### config.mk
export PLATFORM = sky130hd
export DESIGN_NAME = exc_ctrl
export DESIGN_NICKNAME = d
export VERILOG_FILES = /design/src/rtl/cp0_pkg.sv /design/src/rtl/irq_sync.sv /design/src/rtl/exc_ctrl.sv
export SDC_FILE = /design/constraint.sdc
export NUM_CORES = 1
export LEC_CHECK = 0
export BUFFER_PORTS_ARGS = -buffer_cell sky130_fd_sc_hd__buf_2
export CORE_UTILIZATION = 50
export CTS_CLUSTER_DIAMETER = 50
export CTS_CLUSTER_SIZE = 10
export DETAILED_ROUTE_END_ITERATION = 8
export GPL_ROUTABILITY_DRIVEN = 0
export PLACE_DENSITY = 0.84
export SYNTH_ARGS = -nofsm -noshare
export SYNTH_HDL_FRONTEND = slang
export SYNTH_SLANG_ARGS = --single-unit
### constraint.sdc
create_clock -name clk -period 3.5 [get_ports clk]
set_input_delay 0.525 -clock clk [delete_from_list [all_inputs] [get_ports clk]]
set_output_delay 0.525 -clock clk [all_outputs]
set_load 0.05 [all_outputs]
### src/rtl/cp0_pkg.sv
// rtl/cp0_pkg.sv - CP0 command encodings, exception codes and sequencer states
package cp0_pkg;

   localparam logic [2:0] CP0_NONE = 3'b000;
   localparam logic [2:0] CP0_MTC0 = 3'b010;
   localparam logic [2:0] CP0_TRAP = 3'b011;
   localparam logic [2:0] CP0_ERET = 3'b100;

   localparam logic [4:0] EXC_INT = 5'd0;
   localparam logic [4:0] EXC_SYS = 5'd8;
   localparam logic [4:0] EXC_OV  = 5'd12;

   typedef enum logic [1:0] {
      ST_IDLE  = 2'd0,
      ST_TRAP  = 2'd1,
      ST_ERET  = 2'd2,
      ST_REDIR = 2'd3
   } exc_state_t;

endpackage

### src/rtl/irq_sync.sv
// rtl/irq_sync.sv - two-flop synchronizer bank for the external interrupt lines
module irq_sync #(
   parameter int W = 6
) (
   input  logic         clk,
   input  logic         rst_n,
   input  logic [W-1:0] i_async,
   output logic [W-1:0] o_sync
);

   logic [W-1:0] r_meta;
   logic [W-1:0] r_sync;

   always_ff @(posedge clk or negedge rst_n) begin
      if (!rst_n) begin
         r_meta <= '0;
         r_sync <= '0;
      end else begin
         r_meta <= i_async;
         r_sync <= r_meta;
      end
   end

   assign o_sync = r_sync;

endmodule

### src/rtl/exc_ctrl.sv
// rtl/exc_ctrl.sv - exception/interrupt sequencer driving CP0 trap/ERET and fetch redirect
module exc_ctrl
   import cp0_pkg::*;
#(
   parameter logic [29:0] HANDLER_PC = 30'h0000_0C00,
   parameter int          NIRQ       = 6
) (
   input  logic            clk,
   input  logic            rst_n,
   input  logic            wb_valid,
   input  logic [29:0]     wb_pc,
   input  logic            wb_syscall,
   input  logic            wb_ovf,
   input  logic            wb_eret,
   input  logic [NIRQ-1:0] irq,
   input  logic            status_ie,
   input  logic            status_exl,
   input  logic [NIRQ-1:0] status_im,
   input  logic [29:0]     cp0_epc,
   output logic [2:0]      wr_cp0op,
   output logic [31:0]     exc_epc,
   output logic [4:0]      exc_code,
   output logic            wb_kill,
   output logic            flush,
   output logic            redirect_valid,
   output logic [29:0]     redirect_pc
);

   exc_state_t r_state;
   exc_state_t w_state_nxt;

   logic [NIRQ-1:0] w_irq_s;
   logic            w_int_req;
   logic [2:0]      w_op_nxt;
   logic [31:0]     w_epc_nxt;
   logic [4:0]      w_code_nxt;
   logic [29:0]     w_target_nxt;

   logic [2:0]      r_wr_cp0op;
   logic [31:0]     r_exc_epc;
   logic [4:0]      r_exc_code;
   logic            r_flush;
   logic            r_redirect_valid;
   logic [29:0]     r_redirect_pc;

   irq_sync #(.W(NIRQ)) u_irq_sync (
      .clk     (clk),
      .rst_n   (rst_n),
      .i_async (irq),
      .o_sync  (w_irq_s)
   );

   assign w_int_req = status_ie & ~status_exl & (|(w_irq_s & status_im));

   always_ff @(posedge clk or negedge rst_n) begin
      if (!rst_n) r_state <= ST_IDLE;
      else        r_state <= w_state_nxt;
   end

   // Latched EPC/code/target hold their value outside the cycle that loads them.
   always_comb begin
      w_state_nxt  = r_state;
      w_epc_nxt    = r_exc_epc;
      w_code_nxt   = r_exc_code;
      w_target_nxt = r_redirect_pc;
      unique case (r_state)
         ST_IDLE: begin
            if (wb_valid) begin
               if (wb_ovf) begin
                  w_state_nxt  = ST_TRAP;
                  w_epc_nxt    = {wb_pc, 2'b00};
                  w_code_nxt   = EXC_OV;
                  w_target_nxt = HANDLER_PC;
               end else if (wb_syscall) begin
                  w_state_nxt  = ST_TRAP;
                  w_epc_nxt    = {wb_pc, 2'b00};
                  w_code_nxt   = EXC_SYS;
                  w_target_nxt = HANDLER_PC;
               end else if (wb_eret) begin
                  w_state_nxt  = ST_ERET;
               end else if (w_int_req) begin
                  // The WB instruction commits, so the handler returns past it.
                  w_state_nxt  = ST_TRAP;
                  w_epc_nxt    = {wb_pc + 30'd1, 2'b00};
                  w_code_nxt   = EXC_INT;
                  w_target_nxt = HANDLER_PC;
               end
            end
         end
         ST_TRAP:  w_state_nxt = ST_REDIR;
         ST_ERET: begin
            w_state_nxt  = ST_REDIR;
            w_target_nxt = cp0_epc;
         end
         ST_REDIR: w_state_nxt = ST_IDLE;
         default:  w_state_nxt = ST_IDLE;
      endcase
   end

   always_comb begin
      w_op_nxt = CP0_NONE;
      if (w_state_nxt == ST_TRAP)      w_op_nxt = CP0_TRAP;
      else if (w_state_nxt == ST_ERET) w_op_nxt = CP0_ERET;
   end

   always_ff @(posedge clk or negedge rst_n) begin
      if (!rst_n) begin
         r_wr_cp0op       <= CP0_NONE;
         r_exc_epc        <= '0;
         r_exc_code       <= '0;
         r_flush          <= 1'b0;
         r_redirect_valid <= 1'b0;
         r_redirect_pc    <= '0;
      end else begin
         r_wr_cp0op       <= w_op_nxt;
         r_exc_epc        <= w_epc_nxt;
         r_exc_code       <= w_code_nxt;
         r_flush          <= (w_state_nxt != ST_IDLE);
         r_redirect_valid <= (w_state_nxt == ST_REDIR);
         r_redirect_pc    <= w_target_nxt;
      end
   end

   assign wb_kill        = (r_state == ST_IDLE) & wb_valid & wb_ovf;
   assign wr_cp0op       = r_wr_cp0op;
   assign exc_epc        = r_exc_epc;
   assign exc_code       = r_exc_code;
   assign flush          = r_flush;
   assign redirect_valid = r_redirect_valid;
   assign redirect_pc    = r_redirect_pc;

endmodule

==> results_dict.tcl, run 1 <==
set metrics [dict create \
    portBuffers 147 \
    synth.distinct_cells 42 \
    n_fill_cell 560 \
    yosysTopAreaCell "dfrtp_1" \
    vias 2866 \
    p_leak_nw 2.32 \
    path_depth 6 \
    drcViolationCount 0 \
    timing.final.crit_share 0.623 \
    cp_top_family "compound AO/OA/AOI/OAI gates" \
    min_period_ns 2.18 \
    synth_top_area_share 0.566 \
    synth_cells 320 \
    hp-class "in2reg" \
    final_nets 548 \
    cp-start-kind "register" \
    first_iter_violations 116 \
    slew_violations 0 \
    grt_max_degree 81 \
    cts_resized 0 \
    netlist_top_cells_area "dfrtp_1, a22o_1, nand2_1, xnor2_1, xor2_1" \
    instances_no_fill 565 \
    fmax_mhz 459 \
    maxCapViolCount 0 \
    relSlewSlack 0.349 \
    holdBufCountCts 0 \
    layout_common_cells "buf_2, dfrtp_1, nand2_1, a22o_1, o21ai_0" \
    hpwlAfterDp_um 5650 \
    hold_viol 0 \
    cp-end-kind "register" \
    fin_setup_tns_ns 0 \
    path_class "reg2reg" \
    syn2layout_area_growth_pct 28.5 \
    cts_setup_buffers 0 \
    numCtsBuffers 9 \
    path_clk_slew_ns 0.08 \
    tightestPinTransition_ns 0.976 \
    grt_first_pass_wirelength_um 12300 \
    wl_per_cell_um 13.6 \
    die_w_um 86.1 \
    num_rows 30 \
    endpoint "redirect_pc[15]" \
    final_layout_size_suffix_gt1_frac 0.386 \
    viasPerCell 5.07 \
    cts_max_path_buffers 2 \
    fin_skew_ns 0.00917 \
    antenna_cells 0 \
    ff2ff_path_depth 6 \
    crit_fanout 34 \
    die_h_um 86.1 \
    ant_nets 0 \
    ir_worst_vdd_uv 501 \
    utilization 0.666 \
    yosysWarnings 0 \
    placedCellCount 550 \
    cp_slowest_cell "a21o_2" \
    cts_tree "yes" \
    grt_usage 0.214 \
    path_buf_inv 1 \
    overflow 0 \
    seq_area_frac_synth 0.566 \
    totalPowerFinal_mw 4.61 \
    r2r-start "u_irq_sync.o_sync[1]" \
    regArea_sq_um 2000 \
    final_common_cell "buf_2" \
    rsz0062_at_grt "no" \
    cts_root_buffer "clkbuf_8" \
    dieArea_sq_um 7420 \
    grt_pass1_vias 2701 \
    startpoint "u_irq_sync.o_sync[1]" \
    worstHoldStart "irq[2]" \
    p_per_area_nw_per_um2 1010 \
    ys_ff_latch 80 \
    synth.avg_cell_area_sq_um 11.1 \
    synth_area_sq_um 3540 \
    htree_levels 3 \
    clkSinkCount 80 \
    routed_wl_um 7700 \
    multi_input_area_sq_um 1380 \
    coreArea_sq_um 6830 \
    finalSetupViolCount 0 \
    cp.required_ns 3.76 \
    arrival_ns 2.44 \
    r2r_setup_slack_ns 1.32 \
    initial_core_util 0.518 \
    antenna_found_initial 0 \
    cpPeakStageDelay_ns 0.50 \
    first_pass_iters 6 \
    critical_path.cell_chain "a22o_1, o31ai_1, a21o_2, a21boi_2, buf_4, a22o_1" \
    insertion_delay_ns 0.33 \
    r2r-end "redirect_pc[15]" \
    crit_path_frequent_cell "a22o_1" \
    run_status "finished, final reports clean" \
    io_pins 153 \
]
## state kept, by name (all words and copies together) (netlist names)
register / count
u_irq_sync.o_sync: 6
redirect_pc: 30
r_state: 2
exc_epc: 30
flush: 1
wr_cp0op: 2
u_irq_sync.r_meta: 6
exc_code: 2
redirect_valid: 1
## cells by family (layout without fill, tap and decap cells)
| logic type | count (synthesis) | count (layout) | share of synthesized area |
|---|---|---|---|
| other cells | 1 | 5 | 0.00106 |
| xor+xnor | 29 | 29 | 0.0718 |
| mux | 1 | 1 | 0.00283 |
| simple gates | 96 | 96 | 0.151 |
| fa+ha+maj | 3 | 3 | 0.0106 |
| compound gates | 74 | 74 | 0.148 |
| buf+inv | 36 | 181 | 0.0498 |
| flops | 80 | 80 | 0.566 |
## worst min path at each step
stage	end	slack [ns]	cells past startpoint
finish	u_irq_sync.r_meta[2]	0.29	1
global route	u_irq_sync.r_meta[1]	0.27	1
CTS	u_irq_sync.r_meta[1]	0.27	1
detailed placement	u_irq_sync.o_sync[2]	0.33	0
global placement	u_irq_sync.o_sync[3]	0.33	0
floorplan	exc_code[2]	0.23	0
## through the flow
stage / instance area (sq um) / worst slack [ns] / hold slack, ns
4_1_cts: 4550 / 1.29 / 0.274
5_1_grt: 4550 / 1.08 / 0.271
3_3_place_gp: 4330 / 1.14 / 0.332
6_report: 4550 / 1.32 / 0.294
3_5_place_dp: 4330 / 1.07 / 0.335
2_1_floorplan: 3550 / 1.55 / 0.229
## synthesized netlist by cell type, drive strengths merged
| cell | number |
|---|---|
| a21boi | 2 |
| a21o | 2 |
| a22o | 31 |
| a22oi | 2 |
| a31o | 1 |
| a31oi | 1 |
| and2 | 1 |
| and3 | 5 |
| buf | 14 |
| clkbuf | 7 |
| conb | 1 |
| dfrtp | 80 |
| ha | 3 |
| inv | 15 |
| mux2i | 1 |
| nand2 | 37 |
| nand3 | 14 |
| nand4 | 11 |
| nand4bb | 1 |
| nor2 | 9 |
| nor2b | 1 |
| nor3 | 10 |
| nor3b | 1 |
| nor4 | 3 |
| o21a | 1 |
| o21ai | 32 |
| o311ai | 1 |
| o31ai | 1 |
| or2 | 1 |
| or3 | 1 |
| or3b | 1 |
| xnor2 | 15 |
| xor2 | 14 |
## per-layer routing
metal	vias up	routed length (um)	track usage
met1	1324	3550	0.283
met5	-	0	0
met4	0	85	0.0712
met2	134	3430	0.338
li1	1400	-	-
met3	8	623	0.0645
## area by class of cell
type                       count  area share
multi-input combinational    208       0.304
sequential                    80       0.440
tap                           96      0.0264
timing repair buffer         151       0.169
clock buffer                  10      0.0303
clock inverter                 5      0.0179
inverter                      15      0.0124
## report_power, final
group | switching (mW) | internal (mW) | total, mW
logic | 1.81 | 0.608 | 2.42
registers | 0.176 | 1.29 | 1.46
clock network | 0.317 | 0.417 | 0.734
total | 2.30 | 2.31 | 4.61
Power figures use the tool's default switching activity.
==> inputs of run 2 (changes only) <==
- CORE_UTILIZATION: 50 -> 47
- PLACE_DENSITY: 0.84 -> 0.79
- clock period: 3.5 -> 2.3 ns (I/O delays scaled with it)
==> results_dict.tcl, run 2 (synthesis gave the netlist of run 1 again) <==
set metrics [dict create \
    critical_path.cell_chain "inv_1, ha_1, and3_1, buf_2" \
    final_common_cell "buf_2" \
    fin_setup_tns_ns 0 \
    initial_core_util 0.488 \
    maxCapViolCount 0 \
    rsz0062_at_grt "no" \
    cts_tree "yes" \
    grt_usage 0.203 \
    routed_wl_um 7970 \
    dieArea_sq_um 7880 \
    die_h_um 88.8 \
    numCtsBuffers 9 \
    cp_top_family "flip-flops" \
    placedCellCount 554 \
    cp-start-kind "register" \
    cp-end-kind "primary output" \
    vias 2869 \
    hp-class "in2reg" \
    slew_violations 0 \
    ant_nets 0 \
    fin_skew_ns 0.0129 \
    first_pass_iters 4 \
    overflow 0 \
    p_per_area_nw_per_um2 1510 \
    path_class "reg2out" \
    die_w_um 88.8 \
    coreArea_sq_um 7250 \
    num_rows 31 \
    syn2layout_area_growth_pct 28.2 \
    cp_slowest_cell "dfrtp_1" \
    fmax_mhz 495 \
    antenna_found_initial 0 \
    final_layout_size_suffix_gt1_frac 0.388 \
    hpwlAfterDp_um 6000 \
    grt_first_pass_wirelength_um 12000 \
    run_status "finished, final reports clean" \
    viasPerCell 5.02 \
    clkSinkCount 80 \
    final_nets 550 \
    portBuffers 147 \
    combinationalPowerShare 0.541 \
    htree_levels 3 \
    p_clk_frac 0.137 \
    crit_fanout 9 \
    path_clk_slew_ns 0.09 \
    p_seq_frac 0.323 \
    ir_worst_vdd_uv 749 \
    hold_ws_ns 0.0966 \
    arrival_ns 1.68 \
    cts_root_buffer "clkbuf_8" \
    insertion_delay_ns 0.35 \
    path_buf_inv 2 \
    power.switching_mw 3.56 \
    swShare 0.519 \
    timing.final.crit_share 0.878 \
    cts_max_path_buffers 2 \
    hold_viol 0 \
    cts_resized 0 \
    first_iter_violations 85 \
    cp.required_ns 1.96 \
    grt_max_degree 44 \
    io_pins 153 \
    instances_no_fill 571 \
    antenna_cells 0 \
    p_leak_nw 2.31 \
    min_period_ns 2.02 \
    grt_pass1_vias 2561 \
    drcViolationCount 0 \
    final_area_sq_um 4540 \
    layout_common_cells "buf_2, dfrtp_1, nand2_1, a22o_1, o21ai_0" \
    dpl-instance-area_sq_um 4350 \
    utilization 0.626 \
    finalSetupViolCount 0 \
    cpPeakStageDelay_ns 0.41 \
    internal_power_mw 3.29 \
    n_fill_cell 620 \
    wl_per_cell_um 14.0 \
]
-- run 2: power by group through the flow --
stage               Sequential (mW)  Clock, mW  Combinational (mW)
detailed placement             2.24          0                3.72
global route                   2.27       1.03                3.93
global placement               2.21          0                3.68
floorplan                      4.02          0                1.06
finish                         2.21      0.936                3.71
CTS                            2.21      0.965                3.73
-- run 2: final timing paths --
check,from,depth (start not counted),slack [ns],end
setup / recovery,r_state[1],4,0.28,wb_kill
hold / removal,irq[3],1,0.1,u_irq_sync.r_meta[3]
setup reg to reg,r_state[1],7,0.41,redirect_pc[0]
hold reg to reg,u_irq_sync.r_meta[0],0,0.35,u_irq_sync.o_sync[0]
max in group asynchronous,rst_n,3,1.18,redirect_pc[5]
min in group asynchronous,rst_n,2,0.53,redirect_pc[10]
-- run 2: metal layers --
metal / global-route usage / vias to the layer above / routed length (um)
met5: 0 / - / 0
met4: 0.0865 / 0 / 57
met3: 0.0504 / 5 / 652
met2: 0.334 / 126 / 3790
met1: 0.257 / 1333 / 3460
li1: - / 1405 / -
-- run 2: timing repair --
item	CTS	global route
setup buffers	0	0
hold endpoints to repair	37	0
hold buffers	1	0
-- run 2: layout make-up --
class / count / area, sq um / share of cell area
sequential: 80 / 2000 / 0.441
multi-input combinational: 208 / 1380 / 0.304
timing repair buffer: 153 / 798 / 0.176
clock buffer: 9 / 124 / 0.0273
tap: 99 / 124 / 0.0273
inverter: 15 / 56.3 / 0.0124
clock inverter: 7 / 53.8 / 0.0119
-- run 2: metrics by stage --
| step | power, mW | worst slack (ns) |
|---|---|---|
| after floorplan | 5.08 | 0.517 |
| after detailed placement | 5.96 | 0.200 |
| after global routing | 7.23 | 0.151 |
| after CTS | 6.91 | 0.258 |
| final | 6.85 | 0.280 |
| after global placement | 5.89 | 0.265 |
==> inputs of run 3 (changes only) <==
- CELL_PAD_IN_SITES_DETAIL_PLACEMENT: not set -> 0
- CELL_PAD_IN_SITES_GLOBAL_PLACEMENT: not set -> 2
- CORE_UTILIZATION: 47 -> 28
- CTS_CLUSTER_SIZE: 10 -> not set
==> results_dict.tcl, run 3 (synthesis gave the netlist of run 1 again) <==
set metrics [dict create \
    run_status "finished, final reports clean" \
    path_buf_inv 2 \
    ir_worst_vdd_uv 465 \
    ant_nets 0 \
    cp-start-kind "register" \
    drcViolationCount 0 \
    syn2layout_area_growth_pct 33.9 \
    cts_setup_buffers 0 \
    wl_per_cell_um 14.0 \
    p_seq_frac 0.304 \
    cpPeakStageDelay_ns 0.40 \
    cts_max_path_buffers 2 \
    routed_wl_um 8960 \
    hold_ws_ns 0.106 \
    arrival_ns 1.68 \
    clkSinkCount 80 \
    grt_usage 0.143 \
    fin_skew_ns 0.00718 \
    final_layout_size_suffix_gt1_frac 0.388 \
    first_pass_iters 4 \
    p_per_area_nw_per_um2 1540 \
    overflow 0 \
    final_nets 550 \
    worstHoldStart "irq[0]" \
    cts_root_buffer "clkbuf_16" \
    path_class "reg2out" \
    hp-class "in2reg" \
    crit_fanout 9 \
    grt_pass1_vias 2758 \
    die_w_um 114 \
    utilization 0.390 \
    combinationalPowerShare 0.511 \
    cp-end-kind "primary output" \
    p_clk_frac 0.185 \
    cp_top_family "flip-flops" \
    portBuffers 147 \
    antenna_found_initial 0 \
    vias 2858 \
    p_leak_nw 2.36 \
    final_common_cell "buf_2" \
    die_h_um 114 \
    hold_viol 0 \
    layout_common_cells "buf_2, dfrtp_1, nand2_1, a22o_1, o21ai_0" \
    maxCapViolCount 0 \
    min_period_ns 2.02 \
    swShare 0.501 \
    slew_violations 0 \
    coreArea_sq_um 12200 \
    power.switching_mw 3.66 \
    htree_levels 3 \
    grt_first_pass_wirelength_um 14200 \
    first_iter_violations 119 \
    fin_setup_tns_ns 0 \
    timing.final.crit_share 0.879 \
    dieArea_sq_um 13100 \
    grt_max_degree 63 \
    ff2ff_path_depth 7 \
    hold_end "u_irq_sync.r_meta[0]" \
    cp.required_ns 1.96 \
    r2r-end "redirect_pc[10]" \
    cts_tree "yes" \
    internal_power_mw 3.65 \
    initial_core_util 0.291 \
    rsz0062_at_grt "no" \
    viasPerCell 4.47 \
    cp_slowest_cell "dfrtp_1" \
    numCtsBuffers 9 \
    r2r-start "r_state[1]" \
    hpwlAfterDp_um 6690 \
    hold_depth 1 \
    r2r_setup_slack_ns 0.39 \
    insertion_delay_ns 0.34 \
    num_rows 40 \
    critical_path.cell_chain "inv_1, ha_1, and3_1, buf_2" \
    cts_resized 0 \
    io_pins 153 \
    path_clk_slew_ns 0.06 \
    finalSetupViolCount 0 \
    antenna_cells 0 \
    fmax_mhz 495 \
]
## run 3: changes by cell type in the layout (fill, tap and decap cells not counted)
cell | previous run | this run
buf_12 | 1 | 2
buf_4 | 5 | 4
clkbuf_16 | 0 | 9
clkbuf_8 | 9 | 0
clkinv_2 | 2 | 1
inv_6 | 1 | 3
inv_8 | 1 | 0
## run 3: final cells by class
class	instances	area, sq um
sequential	80	2000
multi-input combinational	208	1380
inverter	15	56.3
fill	1260	7420
tap	168	210
clock inverter	7	55.1
clock buffer	9	225
timing repair buffer	153	811
## run 3: power by group through the flow
stage                     Sequential [mW]  Clock (mW)  Combinational [mW]
final                                2.22        1.35                3.73
after detailed placement             2.24           0                3.77
after floorplan                      4.02           0                1.06
after CTS                            2.23        1.41                3.78
after global routing                 2.28        1.47                3.99
after global placement               2.23           0                3.74
## run 3: through the flow
step           std cells  area [sq um]  total power, mW  setup WS, ns
5_1_grt              640          4740             7.75         0.146
3_5_place_dp         623          4450             6.01         0.213
6_report             640          4740             7.30         0.279
4_1_cts              640          4740             7.42         0.230
2_1_floorplan        324          3550             5.08         0.517
3_3_place_gp         623          4450             5.97         0.231
## run 3: timing repair
| action | in CTS | in global routing |
|---|---|---|
| setup endpoints to repair | 0 | 0 |
| hold buffers | 1 | 0 |
| hold endpoints to repair | 33 | 0 |
## run 3: layer usage
metal | part of all wire | GRT usage
met3 | 0.085 | 0.0461
met5 | 0 | 0
met1 | 0.46 | 0.186
met2 | 0.44 | 0.218
met4 | 0.018 | 0.0623
## run 3: worst max path at each step
| stage | from | to | slack, ns | cells past startpoint |
|---|---|---|---|---|
| floorplan | r_state[1] | redirect_pc[0] | 0.52 | 9 |
| global placement | wb_eret | redirect_pc[10] | 0.23 | 7 |
| detailed placement | wb_eret | redirect_pc[10] | 0.21 | 7 |
| CTS | r_state[0] | wb_kill | 0.23 | 4 |
| global route | r_state[0] | wb_kill | 0.15 | 4 |
| finish | r_state[1] | wb_kill | 0.28 | 4 |
